==> config.mk <==
export PLATFORM = sky130hd
export DESIGN_NAME = seg_scan_decoder
export DESIGN_NICKNAME = d
export VERILOG_FILES = /design/src/rtl/seg_pkg.sv /design/src/rtl/seg7_pattern_decode.sv /design/src/rtl/seg_scan_decoder.sv
export SDC_FILE = /design/constraint.sdc
export NUM_CORES = 1
export LEC_CHECK = 0
export ABC_AREA = 1
export CORE_MARGIN = 2
export CORE_UTILIZATION = 57
export CTS_CLUSTER_DIAMETER = 40
export DETAILED_ROUTE_END_ITERATION = 12
export DONT_BUFFER_PORTS = 1
export GPL_ROUTABILITY_DRIVEN = 1
export PLACE_DENSITY = 0.81
export SLEW_MARGIN = 20
export SYNTH_ARGS = -nofsm -noshare
export SYNTH_HDL_FRONTEND = slang
export SYNTH_SLANG_ARGS = --single-unit
export TNS_END_PERCENT = 20
==> constraint.sdc <==
create_clock -name i_sclk -period 2.4 [get_ports i_sclk]
set_input_delay 0.12 -clock i_sclk [delete_from_list [all_inputs] [get_ports i_sclk]]
set_output_delay 0.12 -clock i_sclk [all_outputs]
set_load 0.01 [all_outputs]
==> src/rtl/seg_pkg.sv <==
// Shared constants, FSM state type and hex-pattern lookup for the 7-segment scan decoder.
package seg_pkg;

    localparam int         SEG_DP    = 7;
    localparam logic [6:0] SEG_BLANK = 7'h7F;
    localparam logic [7:0] SEG_RESET = 8'h00;

    // Active-low {g,f,e,d,c,b,a} drive for hex digits 0..F.
    localparam logic [6:0] HEX_PAT [16] = '{
        7'h40, 7'h79, 7'h24, 7'h30, 7'h19, 7'h12, 7'h02, 7'h78,
        7'h00, 7'h10, 7'h08, 7'h03, 7'h46, 7'h21, 7'h06, 7'h0E
    };

    typedef enum logic [1:0] {
        S_WAIT,
        S_QUAL,
        S_HELD
    } state_t;

    // Returns {ok, value}; ok=0 when the pattern matches no hex glyph.
    function automatic logic [4:0] seg_to_hex(input logic [6:0] pat);
        logic [4:0] r;
        r = 5'b0;
        for (int i = 0; i < 16; i++) begin
            if (pat == HEX_PAT[i]) begin
                r = {1'b1, 4'(i)};
            end
        end
        return r;
    endfunction

endpackage

==> src/rtl/seg7_pattern_decode.sv <==
// Combinational 7-segment pattern classifier: hex value, blank, or undecodable.
module seg7_pattern_decode
    import seg_pkg::*;
(
    input  logic [6:0] pat_i,
    output logic       ok_o,
    output logic       blank_o,
    output logic [3:0] val_o
);

    logic [4:0] hex;

    assign hex     = seg_to_hex(pat_i);
    assign ok_o    = hex[4];
    assign val_o   = hex[3:0];
    assign blank_o = (pat_i == SEG_BLANK);

endmodule

==> src/rtl/seg_scan_decoder.sv <==
// Rebuilds eight displayed hex digits from a multiplexed 7-segment bus; commits a digit
// after 1+STABLE_CYCLES cycles of a stable sample, and flags reset frames, bad glyphs and scan stalls.
module seg_scan_decoder
    import seg_pkg::*;
#(
    parameter int STABLE_CYCLES    = 4,
    parameter int TIMEOUT_CYCLES   = 200000,
    parameter bit DIGIT_ACTIVE_LOW = 1'b1
) (
    input  logic        i_sclk,
    input  logic        i_reset_n,
    input  logic [7:0]  i_segments,
    input  logic [7:0]  i_digits,
    output logic [31:0] o_digit_vals,
    output logic [7:0]  o_dp,
    output logic [7:0]  o_blank,
    output logic [7:0]  o_valid_mask,
    output logic        o_frame_done,
    output logic        o_bad_pattern,
    output logic        o_reset_seen,
    output logic        o_stalled
);

    localparam int              SW          = $clog2(STABLE_CYCLES + 1);
    localparam int              TW          = $clog2(TIMEOUT_CYCLES + 1);
    localparam logic [SW-1:0]   STABLE_MAX  = SW'(STABLE_CYCLES);
    localparam logic [TW-1:0]   TIMEOUT_MAX = TW'(TIMEOUT_CYCLES);
    localparam logic [7:0]      DIG_IDLE    = DIGIT_ACTIVE_LOW ? 8'hFF : 8'h00;

    logic [7:0]    seg_q, dig_q, held_seg_q, held_seg_d, held_dig_q, held_dig_d;
    state_t        state_q, state_d;
    logic [SW-1:0] stab_q, stab_d;
    logic [TW-1:0] tmo_q, tmo_d;
    logic [31:0]   vals_q, vals_d;
    logic [7:0]    dp_q, dp_d, blank_q, blank_d, mask_q, mask_d;
    logic          frame_q, frame_d, bad_q, bad_d, rst_seen_q, rst_seen_d;

    logic [7:0] dig_norm;
    logic [2:0] cand_idx;
    logic       cand_ok, cand_rst, cand_any, same, commit;
    logic       dec_ok, dec_blank;
    logic [3:0] dec_val;

    assign dig_norm = DIGIT_ACTIVE_LOW ? ~dig_q : dig_q;
    assign cand_ok  = (dig_norm != 8'h00) && ((dig_norm & (dig_norm - 8'd1)) == 8'h00);
    assign cand_rst = (dig_q == 8'h00) && (seg_q == SEG_RESET);
    assign cand_any = cand_ok || cand_rst;
    assign same     = ({seg_q, dig_q} == {held_seg_q, held_dig_q});

    always_comb begin
        cand_idx = 3'd0;
        for (int i = 0; i < 8; i++) begin
            if (dig_norm[i]) cand_idx = 3'(i);
        end
    end

    seg7_pattern_decode u_dec (
        .pat_i   (seg_q[6:0]),
        .ok_o    (dec_ok),
        .blank_o (dec_blank),
        .val_o   (dec_val)
    );

    // A changed sample in S_QUAL or S_HELD is re-evaluated immediately, as if from S_WAIT.
    always_comb begin
        state_d    = state_q;
        held_seg_d = held_seg_q;
        held_dig_d = held_dig_q;
        stab_d     = stab_q;
        commit     = 1'b0;
        if (state_q == S_QUAL && same) begin
            if (stab_q + SW'(1) == STABLE_MAX) begin
                commit  = 1'b1;
                state_d = S_HELD;
                stab_d  = '0;
            end else begin
                stab_d = stab_q + SW'(1);
            end
        end else if (state_q == S_WAIT || !same) begin
            if (cand_any) begin
                state_d    = S_QUAL;
                held_seg_d = seg_q;
                held_dig_d = dig_q;
                stab_d     = SW'(1);
            end else begin
                state_d = S_WAIT;
                stab_d  = '0;
            end
        end
    end

    always_comb begin
        vals_d     = vals_q;
        dp_d       = dp_q;
        blank_d    = blank_q;
        mask_d     = frame_q ? 8'h00 : mask_q;
        frame_d    = 1'b0;
        bad_d      = 1'b0;
        rst_seen_d = 1'b0;
        if (commit && cand_rst) begin
            vals_d     = '0;
            dp_d       = '0;
            blank_d    = '0;
            mask_d     = '0;
            rst_seen_d = 1'b1;
        end else if (commit) begin
            dp_d[cand_idx]    = ~seg_q[SEG_DP];
            blank_d[cand_idx] = dec_blank;
            if (dec_ok) begin
                vals_d[{cand_idx, 2'b00} +: 4] = dec_val;
            end else if (!dec_blank) begin
                bad_d = 1'b1;
            end
            mask_d[cand_idx] = 1'b1;
            frame_d = (mask_d == 8'hFF) && (mask_q != 8'hFF);
        end
    end

    always_comb begin
        if (cand_any) begin
            tmo_d = '0;
        end else if (tmo_q == TIMEOUT_MAX) begin
            tmo_d = tmo_q;
        end else begin
            tmo_d = tmo_q + TW'(1);
        end
    end

    // Input registers reset to an idle bus so no phantom reset frame is seen after reset.
    always_ff @(posedge i_sclk) begin
        if (!i_reset_n) begin
            seg_q      <= 8'hFF;
            dig_q      <= DIG_IDLE;
            held_seg_q <= '0;
            held_dig_q <= '0;
            state_q    <= S_WAIT;
            stab_q     <= '0;
            tmo_q      <= '0;
            vals_q     <= '0;
            dp_q       <= '0;
            blank_q    <= '0;
            mask_q     <= '0;
            frame_q    <= 1'b0;
            bad_q      <= 1'b0;
            rst_seen_q <= 1'b0;
        end else begin
            seg_q      <= i_segments;
            dig_q      <= i_digits;
            held_seg_q <= held_seg_d;
            held_dig_q <= held_dig_d;
            state_q    <= state_d;
            stab_q     <= stab_d;
            tmo_q      <= tmo_d;
            vals_q     <= vals_d;
            dp_q       <= dp_d;
            blank_q    <= blank_d;
            mask_q     <= mask_d;
            frame_q    <= frame_d;
            bad_q      <= bad_d;
            rst_seen_q <= rst_seen_d;
        end
    end

    assign o_digit_vals  = vals_q;
    assign o_dp          = dp_q;
    assign o_blank       = blank_q;
    assign o_valid_mask  = mask_q;
    assign o_frame_done  = frame_q;
    assign o_bad_pattern = bad_q;
    assign o_reset_seen  = rst_seen_q;
    assign o_stalled     = (tmo_q == TIMEOUT_MAX);

endmodule

Word level (Yosys, flattened, before mapping)
Cells that the tools add are included.
Widths: inputs -> output; s select.
{ "word_totals": {"reg_bits": 114, "inputBits": 18, "output_inout_bits": 60, "wordCells": 117} }
{ "classes": {"add_sub_neg": 4, "n_lt_le_gt_ge": 2, "n_eq_ne": 23, "n_shift": 2, "mux": 42, "n_bitwise": 7, "reduce_logical": 23} }
{ "ops": {"columns": ["operator", "n"], "rows": [
  ["$mux 5", 16],
  ["$eq 7x7->1 const B", 5],
  ["$bwmux 32", 1],
  ["$shift 4x7->32 const A", 1],
  ["$shiftx 4x7->32", 1],
  ["$mux 3", 9],
  ["$logic_not 8->1", 3],
  ["$eq 7x5->1 const B", 3],
  ["$eq 7x6->1 const B", 3],
  ["$add 18x1->18 const B", 1],
  ["$eq 18x18->1 const B", 1],
  ["$bwmux 8", 2],
  ["$eq 16x16->1", 1],
  ["$mux 8", 2],
  ["$eq 7x2->1 const B", 2],
  ["$eq 7x4->1 const B", 2],
  ["$and 8x8->8", 1],
  ["$eq 8x8->1 const B", 1],
  ["$mux 1", 8],
  ["$ne 8x8->1 const B", 1],
  ["$not 8->8", 1],
  ["$or 8x8->8", 1],
  ["$reduce_bool 8->1", 1],
  ["$sub 8x1->8 const B", 1],
  ["other kinds (22)", 35]
]} }

Longest topological paths before layout
Gate-level depths: netlist of run 1.
{ "logic_depth": {"ltp_word": 19, "ltp_mapped": 16, "ltp_nobuf": 15} }

Hierarchy
Synthesis of run 1 repeated with hierarchy kept, for this count alone.
{ "unflattened": {"cells_unflattened": 864, "hier_area_um2": 5834.3} }
{ "modules_own_cells": {"columns": ["mod", "n_inst", "cells_each", "area_each_um2", "seq_area_each_um2"], "rows": [
  ["seg_scan_decoder", 1, 802, 5500.3, 2282.2],
  ["seg7_pattern_decode", 1, 62, 334.1, 0.0]
]} }

Least setup slack after synthesis of run 1
No wires, ideal clock.
{ "synth_timing": {"path_kind": "register to register", "from": "register dig_q[1]", "to": "register vals_q[25] (netlist: o_digit_vals[25])", "setup_time_ns": 0.120, "t_arrival_ns": 2.146, "t_required_ns": 2.280, "slack_ns": 0.135, "path_stages_with_launch": 15, "n_path_buf": 1, "synth_period_minus_slack_ns": 2.265, "path_cell_list": "dfxtp_1 -> o21ai_1 -> nand2_1 -> nand2_2 -> nand2_1 -> nand2_1 -> ha_1 -> clkbuf_1 -> inv_1 -> nor2_1 -> nand3_1 -> nor2_2 -> inv_1 -> nand2_1 -> a21oi_1"} }
{ "synth_between": {"elab_chain_cells": 11, "word_cells_on_any_way": 20, "classes_between": "add/sub: 1; eq/ne: 1; shift: 2; mux: 9; bitwise: 1; reduce/logical: 6"} }
{ "synth_lines": {"columns": ["element", "line", "rtl"], "rows": [
  ["from (decl)", "seg_scan_decoder.sv:30", "logic [7:0] seg_q, dig_q, held_seg_q, held_seg_d, held_dig_q, held_dig_d;"],
  ["from (signal assigned)", "seg_scan_decoder.sv:148", "dig_q <= i_digits;"],
  ["$not 8->8", "seg_scan_decoder.sv:44", "assign dig_norm = DIGIT_ACTIVE_LOW ? ~dig_q : dig_q;"],
  ["$mux 1", "seg_scan_decoder.sv:53", "if (dig_norm[i]) cand_idx = 3'(i);"],
  ["$mux 3 (6 in series)", "seg_scan_decoder.sv:53", null],
  ["$neg 5->7", "seg_scan_decoder.sv:110", "vals_d[{cand_idx, 2'b00} +: 4] = dec_val;"],
  ["$shiftx 4x7->32 or $shift 4x7->32 (tied branches)", "seg_scan_decoder.sv:110", null],
  ["$bwmux 32", "seg_scan_decoder.sv:110", null],
  ["to (signal assigned)", "seg_scan_decoder.sv:154", "vals_q <= vals_d;"],
  ["to (decl)", "seg_scan_decoder.sv:34", "logic [31:0] vals_q, vals_d;"]
]} }
Several ways; a longest one is shown, not always the timed one.
A chain may end at the register's enable or synchronous reset.

Worst setup path in the final report of run 1
{ "layout_timing": {"from": "register dig_q[1]", "to": "register vals_q[16] (netlist: o_digit_vals[16])"} }
The elaborated chain is that of the path after synthesis.

==> flow_summary.ini, run 1 <==
[layout]
drive_above_1_share_pct = 12.9
mostFrequentLayoutCells = nand2_1, dfxtp_1, inv_1
fillCellCount = 755
num_antenna_cells = 0
fin_nets = 891
mostFrequentLayoutCell = nand2_1
post-route-util_pct = 68.6
area_growth_syn_to_layout_pct = 17.4

[worst_hold_path]
min_to = seg_q[5]
hp-class = input pin to flop
hold_depth = 2
hp-start = i_segments[5]

[logic_synthesis]
seq_area_frac_synth_pct = 40.3
syn_nets = 859
syn_inst = 833
ys_types = 34
syn_avg_cell_area_um2 = 6.79
netlist_area_um2 = 5660
yosys_warnings = 0
ys_ff_latch = 114

[cts]
clockBufferDepth = 2
cts_tree = done
cts_num_sinks = 114
ctsHtreeMaxLevel = 4
cts_buffers = 17
insertion_delay_ps = 520
path_clk_slew_ps = 50
root_buffer = clkbuf_8

[floorplanning]
dieHeight_um = 104
start_util_pct = 58.4
io_pins = 78
dieArea_um2 = 10700
rows = 36
die_w_um = 104
core_area_um2 = 9680

[worst_setup_path]
cpMostUsedCell = nand2_1
r2r-end = o_digit_vals[16]
start_kind = flop
cp_top_family = simple AND/OR/NAND/NOR gates
endpoint_kind = flop
path_cells = o21ai_1 -> nand2_1 -> nand2_2 -> a21oi_2 -> ha_1 -> ha_4 -> buf_6 -> nand2_1 -> nor3_1 -> buf_4 -> nand2_1 -> nand2_1 -> a21oi_1
required_ps = 2810
reg2reg_from = dig_q[1]
crit_arrival_ps = 2640
worstPathMaxFanout = 14
crit_type = flop to flop
slowest_delay_ps = 370
cp_num_buf_inv = 2
rrSetupSlack_ps = 160
rr_worst_depth = 13
critical-path-slowest-cell = dfxtp_1

[power]
p_seq_share_pct = 40.9
p_sw_mw = 1.22
intPower_mw = 3.68
p_comb_share_pct = 10.0
peakVddDrop_mv = 0.464
pwr_density_cell_nw_per_um2 = 738
clkPwrFrac_pct = 49.1
power.leakage_nw = 2.86
p_sw_share_pct = 24.9

[global_routing]
antenna_found_initial = 0
grt_start_max_net_pins = 37
grt_pass1_wl_mm = 23.0
grtUsageTotal_pct = 26.0
grt_pass1_vias = 5174
grt-ovfl-total = 0

[drt]
wl_met1_mm = 5.75
first_pass_iters = 5
route.met2.wl_mm = 6.76
detail-route-antenna-nets = 0
vias_per_cell = 5.37
first_iter_violations = 351
wl_per_cell_um = 13.6
vias = 5430
drc = 0
top_layer = met4
met3_length_mm = 1.06
wirelength_mm = 13.8

[timing]
finalSetupTns_ps = 0
drv_slew = 0
fin_crit_sh_pct = 93.1
hold_ws_ps = 233
clock_skew_ps = 10.1
setup_viol = 0
max_freq_mhz = 447
maxSlewHeadroom_pct = 57.7
timing.final.crit_period_ps = 2240
worst_pin_slew_ps = 632
hold_violations = 0

[place]
portBuffers = 0
gp_congestion = 0.895
dp_hpwl_mm = 9.73

[flow_run]
cap_violations = 0

[status]
status = complete, no violations
[logic make-up after synthesis]
kind of cell             count (synthesis)  share of synthesized area, %
AO/OA/AOI/OAI                          118                          10.7
buffers and inverters                  140                          10.1
adder cells (fa/ha/maj)                  8                          1.77
flip-flops                             114                          40.3
AND/OR/NAND/NOR                        443                          35.5
XOR/XNOR                                10                          1.55
[per-layer routing]
metal  track usage, %  vias to the layer above
met1             30.2                     2435
li1                 -                     2725
met2             45.5                      251
met3             7.24                       19
met5                0                        -
met4             9.85                        0
[synthesized netlist by cell type, drive strengths merged]
master / n / area, um2
a21oi: 80 / 408
and2: 2 / 12.5
buf: 13 / 90.1
clkbuf: 9 / 33.8
dfxtp: 114 / 2280
ha: 8 / 100
inv: 118 / 448
nand2: 204 / 791
nand3: 51 / 265
nand3b: 5 / 37.5
nand4: 28 / 188
nor2: 112 / 470
nor3: 20 / 110
nor3b: 2 / 15.0
o2111ai: 1 / 8.76
o21ai: 35 / 175
o21bai: 1 / 7.51
o31ai: 1 / 7.51
or2: 19 / 119
xnor2: 5 / 43.8
xor2: 5 / 43.8
[registers in the layout (all words and copies together) (netlist names)]
signal,flops
o_digit_vals,32
tmo_q,18
dig_q,8
held_dig_q,8
held_seg_q,8
o_blank,8
o_dp,8
o_valid_mask,8
seg_q,8
stab_q,3
state_q,2
o_bad_pattern,1
o_frame_done,1
o_reset_seen,1
[metrics by stage]
step	power [mW]	std cells	worst slack [ps]	cell area [um2]
2_1_floorplan	2.35	833	135	5660
3_3_place_gp	2.45	961	150	5850
3_5_place_dp	2.48	961	17.9	5850
4_1_cts	4.89	1010	77.5	6600
5_1_grt	5.08	1011	-12.0	6640
6_report	4.90	1011	165	6640
[timing repair]
action	CTS	global route
endpoints found under the setup margin	2	35
pin swaps	0	2
hold buffers	17	0
buffers inserted	0	1
endpoints found under the hold margin	46	0
resized for setup	1	9
[layout make-up]
cell class / instances / area, um2 / area share [%]
Clock buffer: 22 / 463 / 6.97
Clock inverter: 10 / 108 / 1.62
Inverter: 118 / 452 / 6.80
Multi-Input combinational cell: 579 / 2840 / 42.7
Sequential cell: 114 / 2280 / 34.4
Tap cell: 133 / 166 / 2.51
Timing Repair Buffer: 35 / 334 / 5.03
[worst max-delay path by stage]
stage	start	endpoint	slack, ps	cells after the start
global placement	dig_q[2]	o_digit_vals[9]	150	15
floorplan	dig_q[1]	o_digit_vals[25]	130	14
finish	dig_q[1]	o_digit_vals[16]	160	13
global route	dig_q[1]	o_digit_vals[1]	-10	14
detailed placement	dig_q[2]	o_digit_vals[26]	20	15
CTS	dig_q[2]	o_digit_vals[31]	80	13
[power groups by stage]
stage / combinational [mW] / clock [mW] / sequential (mW)
floorplan: 0.322 / 0 / 2.03
global placement: 0.415 / 0 / 2.04
detailed placement: 0.433 / 0 / 2.04
CTS: 0.463 / 2.42 / 2.00
global route: 0.549 / 2.51 / 2.01
finish: 0.491 / 2.40 / 2.00
Note: power is estimated with default switching activity, not from simulation.
==> inputs of run 2 (changes only) <==
--- a/config.mk
+++ b/config.mk
@@ -7,12 +7,12 @@
 export LEC_CHECK = 0
 export ABC_AREA = 1
 export CORE_MARGIN = 2
-export CORE_UTILIZATION = 57
+export CORE_UTILIZATION = 68
 export CTS_CLUSTER_DIAMETER = 40
 export DETAILED_ROUTE_END_ITERATION = 12
 export DONT_BUFFER_PORTS = 1
 export GPL_ROUTABILITY_DRIVEN = 1
-export PLACE_DENSITY = 0.81
+export PLACE_DENSITY = 0.9
 export SLEW_MARGIN = 20
 export SYNTH_ARGS = -nofsm -noshare
 export SYNTH_HDL_FRONTEND = slang
==> constraint.sdc (replaced) <==
create_clock -name i_sclk -period 2.8 [get_ports i_sclk]
set_input_delay 0.14 -clock i_sclk [delete_from_list [all_inputs] [get_ports i_sclk]]
set_output_delay 0.14 -clock i_sclk [all_outputs]
set_load 0.01 [all_outputs]
==> flow_summary.ini, run 2 (same netlist as run 1, synthesis figures left out) <==
[layout]
postLayoutCellArea_um2 = 6500
mostFrequentLayoutCells = nand2_1, dfxtp_1, inv_1
mostFrequentLayoutCell = nand2_1
num_antenna_cells = 0
drive_above_1_share_pct = 11.6
area_growth_syn_to_layout_pct = 14.8
largest_reg_flops = 32
fin_nets = 881

[place]
post-place-ws_ps = 169
postPlaceCellArea_um2 = 5720
gp_congestion = 0.942
portBuffers = 0
dp_hpwl_mm = 10.4

[global_routing]
grt_pass1_wl_mm = 24.4
grt-ovfl-total = 0
grtUsageTotal_pct = 34.6
antenna_found_initial = 0
grt_pass1_vias = 5455
grt_start_max_net_pins = 37

[drt]
first_pass_iters = 7
detail-route-antenna-nets = 0
wl_per_cell_um = 15.7
wirelength_mm = 15.3
vias = 5674
vias_per_cell = 5.83
drc = 0
first_iter_violations = 557

[worst_setup_path]
start_kind = flop
crit_arrival_ps = 2990
endpoint_kind = flop
path_cells = inv_2 -> o21ai_1 -> nand2_1 -> nand2_2 -> a21oi_2 -> ha_1 -> ha_1 -> inv_1 -> nand3_1 -> nor2_2 -> nand3_1 -> nor2_2 -> inv_1 -> nand2_1 -> a21oi_1
crit_type = flop to flop
worstPathMaxFanout = 6
required_ps = 3170
slowest_delay_ps = 410
critical-path-slowest-cell = dfxtp_1

[timing]
fin_crit_sh_pct = 93.3
finalSetupTns_ps = 0
maxSlewHeadroom_pct = 59.6
timing.final.crit_period_ps = 2610
rsz0062_at_grt = no
clock_skew_ps = 9.58
setup_viol = 0
fin_ws_ps = 187
drv_slew = 0
worst_pin_slew_ps = 604
hold_violations = 0
max_freq_mhz = 383

[power]
p_seq_share_pct = 40.4
p_comb_share_pct = 9.2
intPower_mw = 3.18
power.leakage_nw = 2.80
p_sw_mw = 1.09
power_mw = 4.26
pwr_density_cell_nw_per_um2 = 656
clkPwrFrac_pct = 50.4
peakVddDrop_mv = 0.533
p_sw_share_pct = 25.5

[cts]
cts_tree = done
cts_num_sinks = 114
clockBufferDepth = 2
path_clk_slew_ps = 60
root_buffer = clkbuf_8
ctsHtreeMaxLevel = 4
cts_buffers = 17
insertion_delay_ps = 530
post_cts_buffers = 0

[floorplanning]
dieHeight_um = 95.2
dieArea_um2 = 9060
die_w_um = 95.2
io_pins = 78
core_area_um2 = 8130
start_util_pct = 69.5
rows = 33

[flow_run]
cap_violations = 0

[worst_hold_path]
hp-class = input pin to flop

[status]
status = complete, no violations
[run 2: through the flow]
stage / utilization [%] / std cells / hold WS [ps]
2_1_floorplan: - / 833 / 247
3_3_place_gp: 70.4 / 924 / 247
3_5_place_dp: 70.4 / 924 / 249
4_1_cts: 79.7 / 973 / 34.4
5_1_grt: 79.9 / 973 / 86.1
6_report: 79.9 / 973 / 39.5
[run 2: repair_timing]
item                                    CTS  global route
endpoints found under the setup margin    0             7
hold buffers                             17             0
hold endpoints to repair                 41             0
gates resized for setup                   0             5
[run 2: final timing paths]
path            startpoint               end  slack, ps  depth (start not counted)
max               dig_q[2]  o_digit_vals[26]        190                         15
min              i_reset_n          tmo_q[3]         40                          2
max reg2reg       dig_q[2]  o_digit_vals[26]        190                         15
min reg2reg  held_dig_q[0]     held_dig_q[0]        470                          2
[run 2: metal layers]
layer  routed length (um)  vias up  track usage, %
li1                     -     2703               -
met1                 5760     2588            38.4
met2                 7540      310            59.9
met3                 1340       73            9.72
met4                  620        0            18.4
met5                    0        -               0
[run 2: critical path, delay by kind of cell (launching register included)]
kind | cells | cell delay [ps]
AO/OA/AOI/OAI | 3 | 310
adder cells (fa/ha/maj) | 2 | 470
buffers and inverters | 3 | 260
flip-flops | 1 | 410
AND/OR/NAND/NOR | 7 | 1020
[run 2: power groups by stage]
stage	combinational, mW	clock, mW	sequential (mW)
floorplan	0.276	0	1.74
global placement	0.330	0	1.75
detailed placement	0.346	0	1.75
CTS	0.375	2.14	1.72
global route	0.434	2.22	1.72
finish	0.392	2.15	1.72
[run 2: layout make-up]
type | instances | area, um2
Tap cell | 105 | 131
Fill cell | 512 | 1640
Multi-Input combinational cell | 579 | 2810
Timing Repair Buffer | 25 | 230
Sequential cell | 114 | 2280
Clock buffer | 19 | 432
Inverter | 118 | 452
Clock inverter | 13 | 159
==> inputs of run 3 (changes only) <==
--- a/config.mk
+++ b/config.mk
@@ -5,7 +5,6 @@
 export SDC_FILE = /design/constraint.sdc
 export NUM_CORES = 1
 export LEC_CHECK = 0
-export ABC_AREA = 1
 export CORE_MARGIN = 2
 export CORE_UTILIZATION = 68
 export CTS_CLUSTER_DIAMETER = 40
==> flow_summary.ini, run 3 <==
[status]
status = complete, no violations

[logic_synthesis]
synth-main-ff-cell = dfxtp_1
synthSimpleGateAreaFrac_pct = 26.2
seq_area_frac_synth_pct = 40.2
ys_ff_latch = 114
synth_top_family_by_area = simple AND/OR/NAND/NOR gates
yosys.cell_count.top_type = dfxtp_1
synth_area_leaders = dfxtp_1, mux2i_1, nand2_1
syn_avg_cell_area_um2 = 8.98
yosysTopAreaCell = dfxtp_1
synthArstFlopShare_pct = 0
yosys-top-cells-count = dfxtp_1, nand2_1, nor2_1, mux2i_1, a21oi_1
synth_edf_count = 0
netlist_area_um2 = 5680
synthAdderAreaFrac_pct = 1.76
synthMuxAreaShare_pct = 7.05
synth_xor_area_share_pct = 5.86
ys_types = 66
yosys_warnings = 0
syn_nets = 659
synth_top_area_share_pct = 40.2
syn_inst = 633
synth_compound_area_share_pct = 14.0

[floorplanning]
rows = 33
io_pins = 78
dieHeight_um = 95.4
core_area_um2 = 8180
dieArea_um2 = 9100
die_w_um = 95.4
start_util_pct = 69.5

[cts]
ctsHtreeMaxLevel = 4
cts_buffers = 17
path_clk_slew_ps = 60
cts_tree = done
root_buffer = clkbuf_8
insertion_delay_ps = 520
clockBufferDepth = 2
cts_num_sinks = 114

[worst_setup_path]
crit_arrival_ps = 3120
rr_worst_depth = 10
endpoint_kind = flop
crit_type = flop to flop
rrSetupSlack_ps = 90
reg2reg_from = dig_q[7]
worstPathMaxFanout = 8
r2r-end = o_digit_vals[3]
required_ps = 3210
start_kind = flop

[timing]
hold_ws_ps = 96.9
fin_ws_ps = 90.9
setup_viol = 0
timing.final.crit_period_ps = 2710
worst_pin_slew_ps = 932
fin_crit_sh_pct = 96.8
hold_violations = 0
maxSlewHeadroom_pct = 36.9
drv_slew = 0
max_freq_mhz = 369
clock_skew_ps = 7.71

[layout]
fin_nets = 700
mostFrequentLayoutCell = dfxtp_1
mostFrequentLayoutCells = dfxtp_1, nand2_1, nor2_1
postLayoutCellArea_um2 = 6760
final-instance-count-excl-fill = 789
largest_reg_flops = 32
area_growth_syn_to_layout_pct = 19.0
drive_above_1_share_pct = 14.2
num_antenna_cells = 0
post-route-util_pct = 82.7

[flow_run]
cap_violations = 0

[power]
p_sw_mw = 1.03
p_sw_share_pct = 24.8
p_comb_share_pct = 10.4
p_seq_share_pct = 41.6
intPower_mw = 3.12
pwr_density_cell_nw_per_um2 = 615
peakVddDrop_mv = 0.453
clkPwrFrac_pct = 48.0
power.leakage_nw = 2.49

[place]
post-place-ws_ps = -6.38
gp_congestion = 0.881
dp_hpwl_mm = 9.10
postPlaceCellArea_um2 = 5820
dpl.cell_count = 723
portBuffers = 0

[worst_hold_path]
hp-start = i_reset_n
hp-class = input pin to flop
hold_depth = 3
min_to = tmo_q[10]

[drt]
vias = 4986
first_iter_violations = 342
vias_per_cell = 6.32
detail-route-antenna-nets = 0
first_pass_iters = 5
wirelength_mm = 14.6
wl_per_cell_um = 18.4
drc = 0

[global_routing]
grt_pass1_vias = 4861
grt_pass1_wl_mm = 23.3
antenna_found_initial = 0
grt_start_max_net_pins = 53
grtUsageTotal_pct = 33.0
grt-ovfl-total = 0
run 3: cell count changes in the layout (fill, tap and decap cells not counted), sizes merged, moves of 23 or more:
cell	previous run	this run
inv	119	18
a21oi	80	39
mux2i	0	40
nand2	204	74
xor2	5	28
nand3	51	28
nor2	112	71
run 3: layout make-up:
cell class / instances / area (um2)
Inverter: 18 / 67.6
Tap cell: 105 / 131
Clock buffer: 23 / 487
Sequential cell: 114 / 2290
Fill cell: 469 / 1410
Multi-Input combinational cell: 461 / 3140
Timing Repair Buffer: 62 / 587
Clock inverter: 6 / 55.1
run 3: per-layer routing:
| layer | vias up | wire (um) | GRT usage, % |
|---|---|---|---|
| li1 | 2303 | - | - |
| met3 | 59 | 1120 | 8.62 |
| met5 | - | 0 | 0 |
| met4 | 0 | 473 | 16.8 |
| met2 | 262 | 7350 | 56.9 |
| met1 | 2362 | 5610 | 37.6 |
run 3: cells by family after synthesis:
group | after synthesis
AOI/OAI and AO/OA | 106
xor gates and xnor gates | 38
adders and majority gates | 8
buffers and inverters | 58
DFF | 114
muxes | 40
and+or+nand+nor | 269
run 3: through the flow:
| stage | total power [mW] | setup TNS [ps] |
|---|---|---|
| after floorplan | 2.04 | 0 |
| after global placement | 2.10 | 0 |
| after detailed placement | 2.12 | -9.91 |
| after CTS | 4.12 | 0 |
| after global routing | 4.27 | -20.4 |
| final | 4.16 | 0 |
run 3: worst max path at each step:
stage                     startpoint               end  slack [ps]  depth (start not counted)
final                       dig_q[7]   o_digit_vals[3]          90                         10
after global routing        dig_q[2]   o_digit_vals[2]         -20                         11
after CTS                   dig_q[6]  o_digit_vals[25]          30                         10
after detailed placement    dig_q[7]   o_digit_vals[2]          -6                          9
after global placement      dig_q[7]   o_digit_vals[2]         190                          9
after floorplan             dig_q[1]   o_digit_vals[2]          10                         11
run 3: worst max-delay path, cell delays in order, from the launching register on:
cell,delay (ps)
dfxtp_4,390
o21ai_0,120
or2_4,320
inv_1,100
ha_2,210
ha_4,170
or4b_4,480
a2111oi_4,310
buf_4,200
mux2i_1,220
nor2_1,60
run 3: power by group through the flow:
stage	combinational (mW)	clock (mW)	sequential (mW)
after floorplan	0.305	0	1.73
after global placement	0.343	0	1.75
after detailed placement	0.361	0	1.76
after CTS	0.416	1.98	1.72
after global routing	0.468	2.07	1.73
final	0.433	2.00	1.73
run 3: what timing repair did:
action	in CTS	in global routing
pin swaps	1	4
hold endpoints to repair	47	0
endpoints found under the setup margin	7	33
setup buffers	1	3
gates resized for setup	2	10
hold buffers	33	0
